**src/rtl/updown_counter_ctrl.sv**
```systemverilog
// rtl/updown_counter_ctrl.sv - prescaled up/down counter with load, programmable top, wrap/saturate
module updown_counter_ctrl #(
    parameter int BW     = 8,
    parameter int PRE_BW = 4
) (
    input  logic              clk_i,
    input  logic              nrst_i,
    input  logic              nrstSync_i,
    input  logic              en_i,
    input  logic              dir_i,
    input  logic              mode_i,
    input  logic              load_i,
    input  logic [BW-1:0]     load_val_i,
    input  logic [BW-1:0]     top_i,
    input  logic [PRE_BW-1:0] prescale_i,
    output logic [BW-1:0]     count_o,
    output logic              tc_o,
    output logic              sat_o
);

    localparam logic [BW-1:0]     CNT_ONE = BW'(1);
    localparam logic [PRE_BW-1:0] PRE_ONE = PRE_BW'(1);

    logic [BW-1:0]     count_q, count_d;
    logic [PRE_BW-1:0] pre_q, pre_d;
    logic              tc_q, tc_d;
    logic              sat_q, sat_d;

    logic              step;
    logic              at_top;
    logic              at_zero;
    logic [BW-1:0]     load_clamped;

    // >= rather than == so a prescale_i lowered below the current phase steps at once
    assign step         = (pre_q >= prescale_i);
    assign at_top       = (count_q >= top_i);
    assign at_zero      = (count_q == '0);
    assign load_clamped = (load_val_i > top_i) ? top_i : load_val_i;

    always_comb begin
        count_d = count_q;
        pre_d   = pre_q;
        tc_d    = 1'b0;
        sat_d   = sat_q;

        if (!nrstSync_i) begin
            count_d = '0;
            pre_d   = '0;
            sat_d   = 1'b0;
        end else if (load_i) begin
            count_d = load_clamped;
            pre_d   = '0;
            sat_d   = 1'b0;
        end else if (en_i) begin
            if (!step) begin
                pre_d = pre_q + PRE_ONE;
            end else begin
                pre_d = '0;
                if (dir_i) begin
                    if (!at_top) begin
                        count_d = count_q + CNT_ONE;
                        sat_d   = 1'b0;
                    end else if (!mode_i) begin
                        count_d = '0;
                        tc_d    = 1'b1;
                        sat_d   = 1'b0;
                    end else begin
                        // Saturating re-clamps to a possibly shrunk top; tc only on entry
                        count_d = top_i;
                        sat_d   = 1'b1;
                        tc_d    = !sat_q;
                    end
                end else begin
                    if (!at_zero) begin
                        count_d = count_q - CNT_ONE;
                        sat_d   = 1'b0;
                    end else if (!mode_i) begin
                        count_d = top_i;
                        tc_d    = 1'b1;
                        sat_d   = 1'b0;
                    end else begin
                        count_d = '0;
                        sat_d   = 1'b1;
                        tc_d    = !sat_q;
                    end
                end
            end
        end
    end

    always_ff @(posedge clk_i or negedge nrst_i) begin
        if (!nrst_i) begin
            count_q <= '0;
            pre_q   <= '0;
            tc_q    <= 1'b0;
            sat_q   <= 1'b0;
        end else begin
            count_q <= count_d;
            pre_q   <= pre_d;
            tc_q    <= tc_d;
            sat_q   <= sat_d;
        end
    end

    assign count_o = count_q;
    assign tc_o    = tc_q;
    assign sat_o   = sat_q;

endmodule

```
**config.mk**
```make
export PLATFORM = sky130hd
export DESIGN_NAME = updown_counter_ctrl
export DESIGN_NICKNAME = d
export VERILOG_FILES = /design/src/rtl/updown_counter_ctrl.sv
export SDC_FILE = /design/constraint.sdc
export NUM_CORES = 1
export LEC_CHECK = 0
export BUFFER_PORTS_ARGS = -buffer_cell sky130_fd_sc_hd__buf_2
export CAP_MARGIN = 20
export CORE_MARGIN = 2
export CORE_UTILIZATION = 56
export DETAILED_ROUTE_END_ITERATION = 8
export PLACE_DENSITY_LB_ADDON = 0.08
export RECOVER_POWER = 100
export SLEW_MARGIN = 20
export SYNTH_ARGS = -nofsm -noshare
export SYNTH_HDL_FRONTEND = slang
export SYNTH_SLANG_ARGS = --single-unit
```
**constraint.sdc**
```tcl
create_clock -name clk_i -period 3.65 [get_ports clk_i]
set_input_delay 0.73 -clock clk_i [delete_from_list [all_inputs] [get_ports clk_i]]
set_output_delay 0.73 -clock clk_i [all_outputs]
set_load 0.02 [all_outputs]
```
==> flow_summary.toml <==
[outcome]
status = "completed"

[logic_synthesis]
seq_area_frac_synth_pct = 19.13
yosys-top-cells-count = "ha_1 (24), inv_1 (21), nand2_1 (18), dfrtp_1 (14)"
synth_area_leaders = "dfrtp_1 (19%), ha_1 (16%), mux2i_1 (4.9%)"
synth_adder_area_share_pct = 16.39
synth_area_per_cell_um2 = 8.177
ys_types = 52
yosysMostFrequentCell = "ha_1"
synth_mux_area_share_pct = 7.377
synth_compound_area_share_pct = 26.78
synth_top_family_by_area = "compound AO/OA/AOI/OAI gates"
synth-seq-cells = 14
yosys.area.top_type = "dfrtp_1"
yosysWarnings = 0
synth_nets = 275
synth_ff_type = "dfrtp_1"
synth.top_cell.area_share_pct = 19.13
synthSimpleGateAreaFrac_pct = 19.13
synth_edf_count = 0
async_flop_share_pct = 100.0
syn-cell-area_mm2 = 0.001832
synth-xor-area-share_pct = 3.825
syn_inst = 224

[sta]
setup_viol = 0
finalCritPeriodShare_pct = 76.35
fin_skew_ps = 7.582
setup_ws_ps = 863.1
fmax_mhz = 358.8
slew_viol_final = 0
relSlewSlack_pct = 47.05
rsz0062_at_grt = "no"
hold_viol_final = 0
worst_pin_slew_ps = 794.3
hold-worst-slack_ps = 482.6
finalSetupTns_ps = 0
finalCriticalPeriod_ps = 2787

[power]
swShare_pct = 41.18
clockPowerShare_pct = 20.7
pwr-share-comb_pct = 45.7
p_seq_share_pct = 33.6
p_leak_uw = 0.0009616
p_int_uw = 335.7
ir_worst_vdd_uv = 205.2
p_per_area_mw_per_mm2 = 278.7
p_sw_uw = 235.0

[final_layout]
post-route-util_pct = 66.54
n_antenna_cell = 0
n_fill_cell = 315
final_nets = 306
area_growth_pct = 11.82
stdcell_area_mm2 = 0.002048
drive_above_1_share_pct = 15.35

[cts]
cts_hold_buf = 0
cts_buffer_depth = 2
clk_latency_ps = 300
cts_sinks = 14
h-tree-depth = 1
clk_pin_slew_ps = 90
cts_resized = 0
cts_root_buf = "clkbuf_4"
cts_tree = "done"
postCtsSetupRepairBufs = 0
cts_buffers = 3

[critical_path]
worstPathMaxFanout = 12
cp.required_ps = 3870
worst-setup-path-type = "reg -> reg"
cp.arrival_ps = 3010
cp-end-kind = "flop"
critPathLaunchType = "flop"

[grt]
grtUsageTotal_pct = 28.63
grt_pass1_vias = 1727
overflow = 0
grt_pass1_wl_um = 8004
antenna_found_initial = 0
grt_max_degree = 16

[route]
drt-met1-wl_um = 2284
antenna_left = 0
dr_wl_met3_um = 312
totalWireLength_um = 4989
drt_pass1_iterations = 4
first_iter_violations = 122
vias_per_cell = 6.295
drc_errors = 0
wl_per_cell_um = 16.74
routed-wl-met2_um = 2312
routed.top_layer = "met4"
vias = 1876

[floorplanning]
core_area_mm2 = 0.003078
row_count = 20
ios = 37
die-height_um = 61.19
die-area_mm2 = 0.003744
die_width_um = 61.19
initial_utilization_pct = 59.51

[placement]
post-place-ws_ps = 743.3
port_buffers = 36
hpwl_um = 3934
gp_congestion = 0.8592
placed_area_mm2 = 0.002026

[job]
drv_cap = 0

[min_path]
hold_class = "in -> async"
-- registers in the layout, summed over array words and instances (netlist names) --
name and count:
tc_o 1, count_o 8, pre_q 4, sat_o 1
-- worst paths after layout --
| check | from | to | slack, ps | depth (start not counted) |
|---|---|---|---|---|
| setup reg to reg | count_o[0] | count_o[4] | 860 | 9 |
| min in group clk_i | sat_o | tc_o | 520 | 1 |
| hold / removal | nrst_i | count_o[7] | 480 | 1 |
| max in group asynchronous | nrst_i | count_o[2] | 2670 | 1 |
| hold reg to reg | sat_o | tc_o | 520 | 1 |
| setup / recovery | count_o[0] | count_o[4] | 860 | 9 |
-- power by group through the flow --
stage | sequential, uW | clock (uW) | combinational (uW)
after floorplan | 189 | 0 | 187
after global placement | 194 | 0 | 257
after detailed placement | 194 | 0 | 260
after CTS | 191 | 117 | 261
after global routing | 194 | 121 | 288
final | 192 | 118 | 261
-- cell type report --
type	count	area [um2]	share of cell area, %
clock buffer	4	36.28	1.772
inverter	21	78.83	3.849
multi-input combinational	177	1346	65.73
sequential	14	350.3	17.10
tap	44	55.05	2.688
timing repair buffer	38	181.4	8.858
-- critical path, stage by stage, from the launching register on --
cell and delay (ps):
dfrtp_1 570, inv_1 170, ha_1 290, nand2b_1 140, a2111o_1 400, a21oi_1 130
buf_4 210, mux2_2 340, a2111o_1 400, o221ai_1 70
-- metal layers --
metal  vias to the layer above  GRT usage [%]
met5                         -              0
met4                         0          7.764
met3                        10          1.891
met2                        74          49.70
met1                       877          38.47
li1                        915              -
-- layout by cell type, fill, tap and decap left out, types with 4 or more instances in the layout --
master / n
ha_1: 24
and3_1: 4
nor3_1: 5
inv_1: 21
clkbuf_1: 11
buf_2: 25
a211oi_1: 8
xnor2_1: 4
mux2i_1: 9
dfrtp_1: 14
nand2_1: 18
xor2_1: 4
o21ai_0: 13
nand3_1: 10
a21oi_1: 13
o31ai_1: 5
nor2_1: 7
-- metrics by stage --
step                total power, uW  cells
finish                        570.8    298
global route                  602.9    298
CTS                           569.4    298
detailed placement            453.8    294
global placement              451.0    294
floorplan                     376.2    224
-- kinds of logic after synthesis --
group	after synthesis
AO/OA/AOI/OAI	69
AND/OR/NAND/NOR	63
buffers and inverters	33
adder cells (fa/ha/maj)	24
flip-flops	14
multiplexers	13
XOR/XNOR	8
Power figures use the tool's default switching activity.
